==> config.mk <==
export PLATFORM = sky130hd
export DESIGN_NAME = imem_program_loader
export DESIGN_NICKNAME = d
export VERILOG_FILES = /design/src/rtl/imem_program_loader.sv
export SDC_FILE = /design/constraint.sdc
export NUM_CORES = 1
export LEC_CHECK = 0
export BUFFER_PORTS_ARGS = -buffer_cell sky130_fd_sc_hd__buf_2
export CORE_UTILIZATION = 51
export DETAILED_ROUTE_END_ITERATION = 16
export GPL_ROUTABILITY_DRIVEN = 0
export GPL_TIMING_DRIVEN = 0
export PLACE_DENSITY = 0.85
export SLEW_MARGIN = 25
export SYNTH_ARGS = -nofsm -noshare
export SYNTH_HDL_FRONTEND = slang
export SYNTH_SLANG_ARGS = --single-unit
export TNS_END_PERCENT = 10
==> constraint.sdc <==
create_clock -name clock -period 2.4 [get_ports clock]
set_input_delay 0.48 -clock clock [delete_from_list [all_inputs] [get_ports clock]]
set_output_delay 0.48 -clock clock [all_outputs]
set_load 0.01 [all_outputs]
==> src/rtl/imem_program_loader.sv <==
// imem_program_loader: fills InstructionMemory from a big-endian byte stream
// and holds the core in reset until the program image is complete.
//
// Ports:
//   clock, reset        rising-edge clock, async active-low reset
//   start               pulse; begins a load from IDLE, DONE or ERR
//   rx_data/valid/ready byte stream handshake (accept = valid & ready)
//   im_we/addr/wdata    InstructionMemory write port
//   cpu_hold            active-high reset for the processor
//   busy/done/err       load status (done and err are levels)
//   words_loaded        words written in the current load
module imem_program_loader #(
    parameter int unsigned MAX_WORDS = 256,
    parameter logic [31:0] BASE_ADDR = 32'h0000_0000
) (
    input  logic        clock,
    input  logic        reset,
    input  logic        start,
    input  logic [7:0]  rx_data,
    input  logic        rx_valid,
    output logic        rx_ready,
    output logic [3:0]  im_we,
    output logic [31:0] im_addr,
    output logic [31:0] im_wdata,
    output logic        cpu_hold,
    output logic        busy,
    output logic        done,
    output logic        err,
    output logic [15:0] words_loaded
);

    typedef enum logic [2:0] {
        S_IDLE,
        S_LEN_HI,
        S_LEN_LO,
        S_BYTE,
        S_WRITE,
        S_DONE,
        S_ERR
    } state_t;

    // 17 bits so a length of 65535 compares correctly against any limit
    // up to 65536.
    localparam logic [16:0] MAX_N = 17'(MAX_WORDS);

    state_t      state_q, state_d;
    logic [15:0] n_q, n_d;
    logic [1:0]  cnt_q, cnt_d;
    logic        rx_ready_q, rx_ready_d;
    logic [3:0]  im_we_q, im_we_d;
    logic [31:0] im_addr_q, im_addr_d;
    logic [31:0] im_wdata_q, im_wdata_d;
    logic        cpu_hold_q, cpu_hold_d;
    logic        busy_q, busy_d;
    logic        done_q, done_d;
    logic        err_q, err_d;
    logic [15:0] words_q, words_d;

    logic        accept;
    logic [15:0] n_full;
    logic [15:0] words_inc;

    assign accept    = rx_valid & rx_ready_q;
    assign n_full    = {n_q[15:8], rx_data};
    assign words_inc = words_q + 16'd1;

    always_comb begin
        state_d    = state_q;
        n_d        = n_q;
        cnt_d      = cnt_q;
        rx_ready_d = rx_ready_q;
        im_we_d    = 4'b0000;
        im_addr_d  = im_addr_q;
        im_wdata_d = im_wdata_q;
        cpu_hold_d = cpu_hold_q;
        busy_d     = busy_q;
        done_d     = done_q;
        err_d      = err_q;
        words_d    = words_q;

        case (state_q)
            S_IDLE, S_DONE, S_ERR: begin
                if (start) begin
                    state_d    = S_LEN_HI;
                    n_d        = 16'd0;
                    cnt_d      = 2'd0;
                    rx_ready_d = 1'b1;
                    im_addr_d  = BASE_ADDR;
                    cpu_hold_d = 1'b1;
                    busy_d     = 1'b1;
                    done_d     = 1'b0;
                    err_d      = 1'b0;
                    words_d    = 16'd0;
                end
            end

            S_LEN_HI: begin
                if (accept) begin
                    n_d[15:8] = rx_data;
                    state_d   = S_LEN_LO;
                end
            end

            S_LEN_LO: begin
                if (accept) begin
                    n_d = n_full;
                    if (n_full == 16'd0) begin
                        state_d    = S_DONE;
                        rx_ready_d = 1'b0;
                        busy_d     = 1'b0;
                        done_d     = 1'b1;
                        cpu_hold_d = 1'b0;
                    end else if ({1'b0, n_full} > MAX_N) begin
                        state_d    = S_ERR;
                        rx_ready_d = 1'b0;
                        busy_d     = 1'b0;
                        err_d      = 1'b1;
                    end else begin
                        state_d = S_BYTE;
                    end
                end
            end

            S_BYTE: begin
                if (accept) begin
                    // The word register is the write-data output itself;
                    // first byte of a word ends up in bits [31:24].
                    im_wdata_d = {im_wdata_q[23:0], rx_data};
                    if (cnt_q == 2'd3) begin
                        cnt_d      = 2'd0;
                        state_d    = S_WRITE;
                        im_we_d    = 4'b1111;
                        rx_ready_d = 1'b0;
                    end else begin
                        cnt_d = cnt_q + 2'd1;
                    end
                end
            end

            S_WRITE: begin
                im_addr_d = im_addr_q + 32'd4;
                words_d   = words_inc;
                if (words_inc == n_q) begin
                    state_d    = S_DONE;
                    busy_d     = 1'b0;
                    done_d     = 1'b1;
                    cpu_hold_d = 1'b0;
                end else begin
                    state_d    = S_BYTE;
                    rx_ready_d = 1'b1;
                end
            end

            default: begin
                state_d = S_IDLE;
            end
        endcase
    end

    always_ff @(posedge clock or negedge reset) begin
        if (!reset) begin
            state_q    <= S_IDLE;
            n_q        <= 16'd0;
            cnt_q      <= 2'd0;
            rx_ready_q <= 1'b0;
            im_we_q    <= 4'b0000;
            im_addr_q  <= BASE_ADDR;
            im_wdata_q <= 32'd0;
            cpu_hold_q <= 1'b1;
            busy_q     <= 1'b0;
            done_q     <= 1'b0;
            err_q      <= 1'b0;
            words_q    <= 16'd0;
        end else begin
            state_q    <= state_d;
            n_q        <= n_d;
            cnt_q      <= cnt_d;
            rx_ready_q <= rx_ready_d;
            im_we_q    <= im_we_d;
            im_addr_q  <= im_addr_d;
            im_wdata_q <= im_wdata_d;
            cpu_hold_q <= cpu_hold_d;
            busy_q     <= busy_d;
            done_q     <= done_d;
            err_q      <= err_d;
            words_q    <= words_d;
        end
    end

    assign rx_ready     = rx_ready_q;
    assign im_we        = im_we_q;
    assign im_addr      = im_addr_q;
    assign im_wdata     = im_wdata_q;
    assign cpu_hold     = cpu_hold_q;
    assign busy         = busy_q;
    assign done         = done_q;
    assign err          = err_q;
    assign words_loaded = words_q;

endmodule

==> metrics.md, run 1 <==
| Metric | Value |
|---|---|
| Die width | 106 um |
| Crit-path slowest cell | nor4_4 |
| Yosys cell types | 55 |
| Inserted Clock Buffers | 9 |
| Largest area contributor in the synthesized netlist | dfrtp_1 |
| Syn Inst Count | 587 |
| Worst skew pair latency | 380 ps |
| Status | finished, final reports clean |
| Antenna cell count | 0 |
| CTS tree | done |
| Initial DRC count | 427 |
| Metal3 WL | 1.02 mm |
| Vias in the first global route | 4828 |
| FF/Latch Area | 2640 um^2 |
| Initial antenna violation count | 0 |
| Max clock buf depth | 2 |
| Detail Placement HPWL | 10.1 mm |
| Met2 Routed Length | 7.10 mm |
| Clk slew on worst S/H paths | 100 ps |
| Rows | 37 |
| Final Cycle Share | 97.9% |
| P&R area growth vs syn | 19.1% |
| WS Path Type | reg -> reg |
| Remaining Overflow, GRT | 0 |
| Residual DRC | 0 |
| Core Area | 10400 um^2 |
| Worst path max stage delay | 430 ps |
| Final wirelength | 14.2 mm |
| Post-synth top area share | 47.3% |
| Hold crit path type | in -> reg |
| Port-buffer cells | 97 |
| Mean Syn Cell Area | 9.37 um^2 |
| Met1 Routed Length | 5.68 mm |
| Top layer reached by signal wires | met4 |
| Starting Density | 53.0% |
| CP Max Fanout | 9 |
| Hold Fails Final Rpt | 0 |
| First-pass GRT wire length | 23.1 mm |
| Fin nets | 717 |
| Synthesized cell area | 5500 um^2 |
| DR pass1 iterations | 6 |
| Routed len/inst | 16.8 um |
| Clock tree root buffer cell | clkbuf_8 |
| Post-synth EDFFs | 0 |
| Worst slew pin tran | 600 ps |
| Slew margin rel. | 59.8% |
| I/O pins | 101 |
| Via count | 5071 |
| Peak supply drop | 617 uV |
| GRT Total Usage | 26.1% |
| H-tree depth | 3 |
| Seq/Total Area, Yosys | 47.8% |
| Layout cell share with drive strength beyond 1 | 27.3% |
| Clock skew | 13.4 ps |
| Crit end category | register |
| CTS sink cnt | 105 |
| CP arrival | 2620 ps |
| Design Power | 6.63 mW |
| Placed cell count | 822 |
| Routed Antenna Nets | 0 |
| Die Area | 11200 um^2 |
| Post-synth ARST share | 100% |
| Setup crit start kind | register |
| CP Cell Sequence | buf_6, nand3_2, nor4_4, xnor2_1, nor4_1, and4bb_1, a31oi_1, or3_1 |
| #FFs+latches synth | 105 |
| Slew Viols, Final | 0 |
| Largest net degree at the start of global routing | 80 |
| P_leak | 3.08 nW |
| Finish-stage setup viols | 0 |
| Fillers | 857 |
| RSZ-0062 raised after global routing | true |
| Vias/cell | 6.02 |
| Multi-input logic area | 2660 um^2 |
| Crit path time final | 2350 ps |
| Post-route insts no fill | 843 |
| Crit path buf inv count | 1 |
| Dominant synthesized flop cell | dfrtp_1 |
| Synth top area cells | dfrtp_1 47%, o21ai_0 8.1%, mux2_2 6.8% |
| Critical path required time | 2670 ps |
| Synth Warn # | 0 |
| Max Cap Viol | 0 |
| Peak Freq | 425 MHz |
| CP delay by family, top | simple AND/OR/NAND/NOR gates |
| Die height | 106 um |
| Power Density | 1010 nW/um^2 |
| Worst hold slack | 366 ps |
## metal layers
layer / vias to the layer above / track usage [%]
li1: 2328 / -
met5: - / 0
met1: 2475 / 33.7
met4: 0 / 12.0
met2: 227 / 42.5
met3: 41 / 5.07
## cell usage after synthesis, types with 2 or more instances
cell	count
a211o_1	3
nor4_4	2
mux2_2	33
o41ai_1	6
buf_2	2
buf_6	4
nor4_1	7
buf_4	6
o21ai_0	89
clkbuf_1	24
nand3_1	29
a21oi_1	22
or2_2	2
xor2_1	5
a22o_1	4
o31ai_1	6
inv_1	22
nand4_1	10
or4_1	3
and3_1	7
a221o_1	2
nor4_2	2
nor3_1	15
or3_1	2
o21a_1	2
nand2_1	59
dfrtp_1	104
xnor2_1	21
nor2_1	44
nor3b_1	3
o22ai_1	5
and2_1	3
a31oi_1	11
nand2b_1	5
ha_1	3
## timing repair
action / 4_1_cts / 5_1_grt
hold buffers: 1 / 0
pin swaps: 0 / 2
endpoints found under the hold margin: 25 / 0
setup endpoints to repair: 6 / 54
setup buffers: 0 / 5
gates resized for setup: 5 / 18
## through the flow
step / setup TNS [ps] / worst slack (ps) / cell area, um^2 / util, %
final: 0 / 49.5 / 6550 / 63.2
after global routing: -57.7 / -57.7 / 6550 / 63.2
after CTS: 0 / 18.7 / 6460 / 62.3
after detailed placement: -1270 / -319 / 6190 / 59.7
after global placement: -22660 / -224 / 6160 / 59.4
after floorplan: 0 / 72.2 / 5500 / -
## state kept, by name, summed over array words and instances (netlist names), 2 cells and up
name,cells
im_addr,30
words_loaded,16
cnt_q,2
n_q,16
im_wdata,32
state_q,3
## cells by family after synthesis
group / count (synthesis) / share of synthesized area (%)
AO/OA/AOI/OAI: 157 / 16.5
XOR/XNOR: 26 / 4.14
adder cells (fa/ha/maj): 3 / 0.683
buffers and inverters: 60 / 5.16
flip-flops: 105 / 47.8
multiplexers: 33 / 6.76
other: 1 / 0.0682
AND/OR/NAND/NOR: 202 / 18.9
## cells in the final DEF, fill, tap and decap left out, types with 20 or more instances in the layout
cell       n
clkbuf_1  20
xnor2_1   21
nor2_1    43
buf_2     98
inv_1     22
dfrtp_1   97
a21oi_1   22
o21ai_0   89
nand2_1   59
nand3_1   29
mux2_2    33
## tightest hold or removal path, stage by stage
cell,delay [ps]
buf_2,120
nand2_1,50
o21ai_0,60
## path summary, 6_finish.rpt
check	from	to	slack [ps]	cells past startpoint
max in group asynchronous	reset	words_loaded[1]$_DFFE_PN0P_	1180	3
hold / removal	rx_data[6]	n_q[6]$_DFFE_PN0P_	370	3
min in group asynchronous	reset	state_q[2]$_DFFE_PN0P_	520	2
setup / recovery	words_loaded[2]$_DFFE_PN0P_	state_q[1]$_DFFE_PN0P_	50	8
setup reg to reg	words_loaded[2]$_DFFE_PN0P_	state_q[1]$_DFFE_PN0P_	50	8
hold reg to reg	im_addr[29]$_DFFE_PN0P_	im_addr[29]$_DFFE_PN0P_	500	1
## report_power, final
group	leakage [nW]	total (mW)	switching [mW]	internal (mW)
Sequential	1.38	2.65	0.394	2.25
Clock	0.117	1.28	0.646	0.632
Combinational	1.58	2.70	1.55	1.15
Total	3.08	6.63	2.59	4.04
## final cells by class
type / instances / share of cell area (%)
Inverter: 22 / 1.26
Timing Repair Buffer: 104 / 8.65
Multi-Input combinational cell: 423 / 40.5
Tap cell: 136 / 2.60
Buffer: 37 / 3.08
Clock buffer: 10 / 2.10
Sequential cell: 105 / 40.3
Clock inverter: 6 / 1.51
No activity file was read; power rests on OpenSTA's default activity.
==> inputs of run 2 (changes only) <==
--- a/config.mk
+++ b/config.mk
@@ -6,11 +6,10 @@
 export NUM_CORES = 1
 export LEC_CHECK = 0
 export BUFFER_PORTS_ARGS = -buffer_cell sky130_fd_sc_hd__buf_2
-export CORE_UTILIZATION = 51
+export CORE_UTILIZATION = 45
 export DETAILED_ROUTE_END_ITERATION = 16
-export GPL_ROUTABILITY_DRIVEN = 0
 export GPL_TIMING_DRIVEN = 0
-export PLACE_DENSITY = 0.85
+export PLACE_DENSITY = 0.77
 export SLEW_MARGIN = 25
 export SYNTH_ARGS = -nofsm -noshare
 export SYNTH_HDL_FRONTEND = slang
==> run 2 against run 1 <==
Against the previous run: core utilization down 8.0 points; clock skew fell by 4.6 ps; combinational power hardly changed; final area up 0.76%; sequential share of layout area fell by 0.31 points; total power increased by 3.0%; final cell count is 1.3% higher; die area increased by 13%; critical endpoint unchanged; critical path type unchanged; register-to-register slack lost 20 ps; critical path depth unchanged; sequential power about the same; count of clock-buffer cells in the layout is 1 lower.
==> metrics.md, run 2 (same netlist as run 1, synthesis figures left out) <==
| Metric | Value |
|---|---|
| Status | finished, final reports clean (unchanged) |
| Clock skew | 8.88 ps (was 13.4 ps) |
| CP Cell Sequence | ha_4, nand2_4, nor4_4, xnor2_1, nor4_1, and4bb_1, a31oi_1, or3_1 (was buf_6, nand3_2, nor4_4, xnor2_1, nor4_1, and4bb_1, a31oi_1, or3_1) |
| Critical path required time | 2630 ps (was 2670 ps) |
| Hold Fails Final Rpt | 0 (unchanged) |
| FF/Latch Area | 2640 um^2 (unchanged) |
| Worst slew pin tran | 632 ps (was 600 ps) |
| Die Area | 12700 um^2 (was 11200 um^2) |
| Fin nets | 717 (unchanged) |
| Via count | 5000 (was 5071) |
| Max clock buf depth | 2 (unchanged) |
| Fillers | 1022 (was 857) |
| Hold crit path type | in -> reg (unchanged) |
| Finish-stage setup viols | 0 (unchanged) |
| WS Path Type | reg -> reg (unchanged) |
| DR pass1 iterations | 6 (unchanged) |
| Core Area | 12000 um^2 (was 10400 um^2) |
| GP Congestion | 0.923 |
| P_leak | 3.06 nW (was 3.08 nW) |
| Residual DRC | 0 (unchanged) |
| Die height | 113 um (was 106 um) |
| Final Cycle Share | 98.7% (was 97.9%) |
| I/O pins | 101 (unchanged) |
| Slew Viols, Final | 0 (unchanged) |
| Final wirelength | 14.7 mm (was 14.2 mm) |
| Leading cell types in the layout, fill and taps excluded | 98 x buf_2, 97 x dfrtp_1, 89 x o21ai_0 (unchanged) |
| Remaining Overflow, GRT | 0 (unchanged) |
| Routed len/inst | 17.2 um (was 16.8 um) |
| Rows | 40 (was 37) |
| Clock tree root buffer cell | clkbuf_16 (was clkbuf_8) |
| Max Cap Viol | 0 (unchanged) |
| RSZ-0062 raised after global routing | true (unchanged) |
| Antenna cell count | 0 (unchanged) |
| Crit end category | register (unchanged) |
| Max reg flops | 32 (unchanged) |
| Initial DRC count | 505 (was 427) |
| Clk slew on worst S/H paths | 80 ps (was 100 ps) |
| Largest net degree at the start of global routing | 76 (was 80) |
| Utilization after layout | 55.2% (was 63.2%) |
| CP arrival | 2600 ps (was 2620 ps) |
| Initial antenna violation count | 0 (unchanged) |
| First-pass GRT wire length | 23.8 mm (was 23.1 mm) |
| Setup crit start kind | register (unchanged) |
| CP Max Fanout | 7 (was 9) |
| CTS tree | done (unchanged) |
| Peak supply drop | 429 uV (was 617 uV) |
| Vias/cell | 5.85 (was 6.02) |
| Worst skew pair latency | 360 ps (was 380 ps) |
| Crit-path slowest cell | dfrtp_2 (was nor4_4) |
| Multi-input logic area | 2630 um^2 (was 2660 um^2) |
| Slew margin rel. | 57.9% (was 59.8%) |
| Port-buffer cells | 97 (unchanged) |
| Routed Antenna Nets | 0 (unchanged) |
| Power Density | 1030 nW/um^2 (was 1010 nW/um^2) |
| Die width | 113 um (was 106 um) |
| Starting Density | 46.0% (was 53.0%) |
| Setup tns final | 0 ps (unchanged) |
| Crit path time final | 2370 ps (was 2350 ps) |
| Worst path max stage delay | 450 ps (was 430 ps) |
| Detail Placement HPWL | 10.3 mm (was 10.1 mm) |
| CTS sink cnt | 105 (unchanged) |
| Vias in the first global route | 4803 (was 4828) |
| P&R area growth vs syn | 20.0% (was 19.1%) |
| Inserted Clock Buffers | 9 (unchanged) |
| Layout cell share with drive strength beyond 1 | 27.3% (unchanged) |
| Commonest non-fill, non-tap cell in the layout | buf_2 (unchanged) |
| H-tree depth | 3 (unchanged) |
| GRT Total Usage | 23.6% (was 26.1%) |
| Peak Freq | 422 MHz (was 425 MHz) |
run 2: final timing paths:
check	startpoint	endpoint	slack, ps	cells past startpoint
worst min-delay path	rx_data[5]	n_q[5]$_DFFE_PN0P_	390	3
worst min register to register	cnt_q[0]$_DFFE_PN0P_	cnt_q[0]$_DFFE_PN0P_	500	1
max in group asynchronous	reset	words_loaded[4]$_DFFE_PN0P_	1150	3
worst max-delay path	words_loaded[1]$_DFFE_PN0P_	state_q[1]$_DFFE_PN0P_	30	8
min in group asynchronous	reset	im_addr[25]$_DFFE_PN0P_	570	2
worst max register to register	words_loaded[1]$_DFFE_PN0P_	state_q[1]$_DFFE_PN0P_	30	8
run 2: routing by layer:
| metal | vias up | routed length, um | GRT usage, % |
|---|---|---|---|
| li1 | 2327 | - | - |
| met1 | 2442 | 6220 | 30.6 |
| met2 | 196 | 7330 | 39.8 |
| met3 | 35 | 750 | 3.35 |
| met4 | 0 | 404 | 9.60 |
| met5 | - | 0 | 0 |
run 2: cell type report:
type | instances | share of cell area [%]
multi-input combinational | 423 | 39.9
tap | 147 | 2.79
inverter | 22 | 1.25
clock inverter | 7 | 1.04
buffer | 37 | 3.05
clock buffer | 9 | 3.41
timing repair buffer | 104 | 8.59
sequential | 105 | 40.0
run 2: timing repair:
item	4_1_cts	5_1_grt
hold buffers	1	0
setup buffers	0	5
endpoints found under the hold margin	2	0
pin swaps	0	1
gates resized for setup	9	12
endpoints found under the setup margin	7	43
run 2: where the power goes:
group          switching, mW  internal, mW
combinational           1.54          1.15
sequential             0.397          2.26
clock                  0.747         0.738
run 2: worst max-delay path, delay by kind of cell, from the launching register on:
kind	cells	cell delay, ps
AND/OR/NAND/NOR	5	1320
flip-flops	1	450
adder cells (fa/ha/maj)	1	220
AO/OA/AOI/OAI	1	150
XOR/XNOR	1	110
run 2: metrics by stage:
stage / std cells / setup slack [ps] / area, um^2 / hold slack, ps / power [mW]
6_report: 854 / 32.0 / 6600 / 385 / 6.83
5_1_grt: 854 / -106 / 6600 / 409 / 7.23
4_1_cts: 849 / -5.14 / 6540 / 386 / 6.78
3_5_place_dp: 833 / -331 / 6210 / 378 / 5.27
3_3_place_gp: 832 / -235 / 6170 / 475 / 5.15
2_1_floorplan: 588 / 72.2 / 5500 / 184 / 4.35
